[config.mk]
export PLATFORM = sky130hd
export DESIGN_NAME = serial_tx_block
export DESIGN_NICKNAME = d
export VERILOG_FILES = /design/src/rtl/serial_tx_block.sv
export SDC_FILE = /design/constraint.sdc
export NUM_CORES = 1
export LEC_CHECK = 0
export BUFFER_PORTS_ARGS = -buffer_cell sky130_fd_sc_hd__buf_2
export CAP_MARGIN = 30
export CORE_MARGIN = 2
export CORE_UTILIZATION = 50
export CTS_BUF_LIST = sky130_fd_sc_hd__clkbuf_2
export CTS_CLUSTER_DIAMETER = 120
export DETAILED_ROUTE_END_ITERATION = 12
export PLACE_DENSITY_LB_ADDON = 0.25
export SYNTH_ARGS = -nofsm -noshare
export SYNTH_HDL_FRONTEND = slang
export SYNTH_SLANG_ARGS = --single-unit
[constraint.sdc]
create_clock -name clk -period 4.5 [get_ports clk]
set_clock_uncertainty 0.2 [all_clocks]
set_input_delay 0.45 -clock clk [delete_from_list [all_inputs] [get_ports clk]]
set_output_delay 0.45 -clock clk [all_outputs]
set_load 0.02 [all_outputs]
[src/rtl/serial_tx_block.sv]
// serial_tx_block: UART-style framer that shifts one parallel word out as start, data (LSB first) and stop bits
module serial_tx_block #(
    parameter int BIT_PERIOD    = 10,
    parameter int NUM_DATA_BITS = 8
) (
    input  logic                     clk,
    input  logic                     n_rst,
    input  logic                     tx_start,
    input  logic [NUM_DATA_BITS-1:0] tx_data,
    output logic                     serial_out,
    output logic                     tx_busy,
    output logic                     tx_done
);
    localparam int CW = $clog2(BIT_PERIOD);
    localparam int IW = NUM_DATA_BITS > 1 ? $clog2(NUM_DATA_BITS) : 1;
    localparam logic [CW-1:0] LAST_CNT = CW'(BIT_PERIOD - 1);
    localparam logic [IW-1:0] LAST_IDX = IW'(NUM_DATA_BITS - 1);

    typedef enum logic [2:0] {IDLE, START, DATA, STOP, DONE} state_t;

    state_t                   state;
    logic [CW-1:0]            cnt;
    logic [IW-1:0]            idx;
    logic [NUM_DATA_BITS-1:0] shift_reg;
    logic                     bit_end;
    logic [NUM_DATA_BITS-1:0] shift_nxt;

    assign bit_end   = cnt == LAST_CNT;
    assign shift_nxt = shift_reg >> 1;

    // Frame sequencer: outputs are registered one state ahead so each level lines up with its bit slot
    always_ff @(posedge clk or negedge n_rst) begin
        if (!n_rst) begin
            state      <= IDLE;
            cnt        <= '0;
            idx        <= '0;
            shift_reg  <= '0;
            serial_out <= 1'b1;
            tx_busy    <= 1'b0;
            tx_done    <= 1'b0;
        end else begin
            cnt <= (state == IDLE || state == DONE || bit_end) ? '0 : cnt + 1'b1;
            case (state)
                IDLE: if (tx_start) begin
                    state      <= START;
                    shift_reg  <= tx_data;
                    idx        <= '0;
                    serial_out <= 1'b0;
                    tx_busy    <= 1'b1;
                end
                START: if (bit_end) begin
                    state      <= DATA;
                    serial_out <= shift_reg[0];
                end
                DATA: if (bit_end) begin
                    shift_reg <= shift_nxt;
                    if (idx == LAST_IDX) begin
                        state      <= STOP;
                        serial_out <= 1'b1;
                    end else begin
                        idx        <= idx + 1'b1;
                        serial_out <= shift_nxt[0];
                    end
                end
                STOP: if (bit_end) begin
                    state   <= DONE;
                    tx_busy <= 1'b0;
                    tx_done <= 1'b1;
                end
                DONE: begin
                    state   <= IDLE;
                    tx_done <= 1'b0;
                end
                default: state <= IDLE;
            endcase
        end
    end
endmodule

==> flow_metrics.tcl <==
set metrics [dict create \
    largest_reg_flops 8 \
    ir_drop_mv 0.3293 \
    track_usage 0.1704 \
    cp-startpoint "state[1]" \
    async_flop_share 1.000 \
    antenna_found_initial 0 \
    slowest_delay_ns 0.66 \
    htree_num_levels 1 \
    initial_core_util 0.5351 \
    ys_top_cells_by_count "dfrtp_1, o22ai_1, a2bb2oi_1, nor2_1, a21oi_1" \
    num_rows 16 \
    finalHoldViolCount 0 \
    yosysWarnings 0 \
    layout.cells.non_filler 133 \
    dieHeight_um 49.82 \
    rsz0062_at_grt "no" \
    holdCritStartpoint "tx_data[7]" \
    yosysTopAreaCellShare 0.4768 \
    cp.required_ns 4.50 \
    via_count 727 \
    preCtsSetupSlack_ns 2.560 \
    arrival_ns 1.96 \
    routed.top_layer "met4" \
    route.detailed.drc 0 \
    first_pass_iters 4 \
    yosysTopAreaCell "dfrtp_1" \
    drt_iter0_drc 8 \
    drtAntennaViolNets 0 \
    cts_buffer_depth 2 \
    synthesis.nets 109 \
    wl_per_cell_um 13.12 \
    cp_cell_sequence "nor3b_4, nand2_1, o22ai_1, a2bb2oi_1" \
    syn_area_per_cell_sq_um 11.17 \
    root_buffer "clkbuf_2" \
    gp_routability_congestion 0.7660 \
    nets 122 \
    worstMarginPinSlew_ns 0.4435 \
    wl_met3_um 66 \
    p_leak_uw 0.0005138 \
    fillers 178 \
    path_buf_inv 0 \
    synth_edf_count 0 \
    seq_area_frac_synth 0.5018 \
    post_cts_buffers 0 \
    die_area_sq_um 2482 \
    max_freq_ghz 0.5106 \
    critPathKind "reg2reg" \
    wl_met2_um 776 \
    status "complete, no violations" \
    yosys_most_used_dff "dfrtp_1" \
    netlist_instances 94 \
    cts_resized 0 \
    numCtsBuffers 3 \
    cts_sinks 21 \
    yosys-top-cells-area "dfrtp_1, a2bb2oi_1, ha_1" \
    worstReg2RegStart "state[1]" \
    hold_path_class "in2reg" \
    core_area_sq_um 1962 \
    post-place-cells 128 \
    finalSetupViolCount 0 \
    diodes 0 \
    syn_area_sq_um 1050 \
    dpl.hpwl_um 1242 \
    yosysMostFrequentCell "dfrtp_1" \
    wl_um 1745 \
    area_growth_pct 7.390 \
    cp_slowest_cell "dfrtp_1" \
    ys_ff_latch 21 \
    crit_family "simple AND/OR/NAND/NOR gates" \
    fin_crit_ns 1.959 \
    viasPerCell 5.466 \
    setup_tns_ns 0 \
    drive_gt1_frac 0.2358 \
    grt_pass1_vias 715 \
    finalPower_uw 686.8 \
    cap_violations 0 \
    layout_setup_ws_ns 2.541 \
    ios 14 \
    grt_pass1_wl_um 3236 \
    final.period_utilization 0.4352 \
    synth_cell_types 30 \
    grt_overflow 0 \
    start_kind "flip-flop" \
    relSlewSlack 0.7012 \
    critPathCaptureType "flip-flop" \
    clk_latency_ns 0.30 \
    wl_met1_um 870 \
    powerDensity_nw_per_um2 609.2 \
    final_max_slew_viol_count 0 \
    clkTransAtPathRegs_ns 0.18 \
    holdWs_ns 0.1829 \
    worstPathMaxFanout 16 \
    tritoncts "done" \
    place.port_buffers 13 \
    grt_max_degree 22 \
    chipWidth_um 49.82 \
]
[cells by family (layout without fill, tap and decap cells)]
kind of cell             Yosys count  count (layout)  synth area share
AO/OA/AOI/OAI                     30              30            0.1955
XOR/XNOR                           4               4           0.03338
adder cells (fa/ha/maj)            4               4           0.04768
buffers and inverters             10              22           0.06317
flip-flops                        21              21            0.5018
multiplexers                       2               2           0.02145
AND/OR/NAND/NOR                   23              23            0.1371
[worst register-to-register path, stage by stage (launching register included)]
cell and delay [ns]:
dfrtp_1 0.66, nor3b_4 0.47, nand2_1 0.26, o22ai_1 0.19, a2bb2oi_1 0.09
[placed cells by master (no fill, tap or decap)]
cell and n:
and2_4 1, nor2_1 7, inv_1 4, nand2b_1 1, nand3b_1 3, buf_2 13
o21a_1 1, a22o_1 2, a21oi_1 5, dfstp_2 1, dfrtp_1 20, nand3_1 2
xor2_1 3, xnor2_1 1, nand2_1 3, o21ai_0 4, nand2_2 1, o22ai_1 8
a2bb2oi_1 7, ha_1 4, nor3b_4 1, mux2_2 2, o21ai_2 1, and3b_1 1
and2b_2 1, o31ai_1 2, and4_1 1, nor3b_1 1, dlygate4sd3_1 1, clkbuf_2 4
[metal layers]
layer,vias to the layer above,GRT usage
li1,364,-
met1,349,0.2416
met2,10,0.2511
met3,4,0.03030
met4,0,0.08333
met5,-,0
[where the power goes]
part	total (uW)	internal, uW	switching, uW
Clock	75.3	23.5	51.8
Sequential	347	269	78.2
Combinational	264	140	125
[layout make-up]
| cell class | instances | area [sq um] | area share |
|---|---|---|---|
| multi-input cells | 63 | 456.7 | 0.4051 |
| clock buffers | 4 | 20.02 | 0.01776 |
| repair buffers | 14 | 75.07 | 0.06659 |
| inverters | 4 | 15.01 | 0.01332 |
| well taps | 27 | 33.78 | 0.02997 |
| flip-flops and latches | 21 | 526.8 | 0.4673 |
[worst paths after layout]
path                       cells past startpoint           end  slack, ns
hold reg to reg                                1        cnt[0]       0.32
setup reg to reg                               4  shift_reg[2]       2.54
setup / recovery                               4  shift_reg[2]       2.54
hold / removal                                 3  shift_reg[7]       0.18
max in group asynchronous                      2    serial_out       3.36
min in group asynchronous                      2  shift_reg[4]       0.39
[metrics by stage]
step | area, sq um | utilization
after detailed placement | 1097 | 0.5593
after global routing | 1127 | 0.5746
after floorplan | 1050 | -
after global placement | 1097 | 0.5593
final | 1127 | 0.5746
after CTS | 1127 | 0.5746
[repair_timing]
| action | CTS | global route |
|---|---|---|
| endpoints found under the hold margin | 20 | 0 |
| hold buffers | 1 | 0 |
| setup endpoints to repair | 0 | 0 |
No activity file was read; power rests on OpenSTA's default activity.
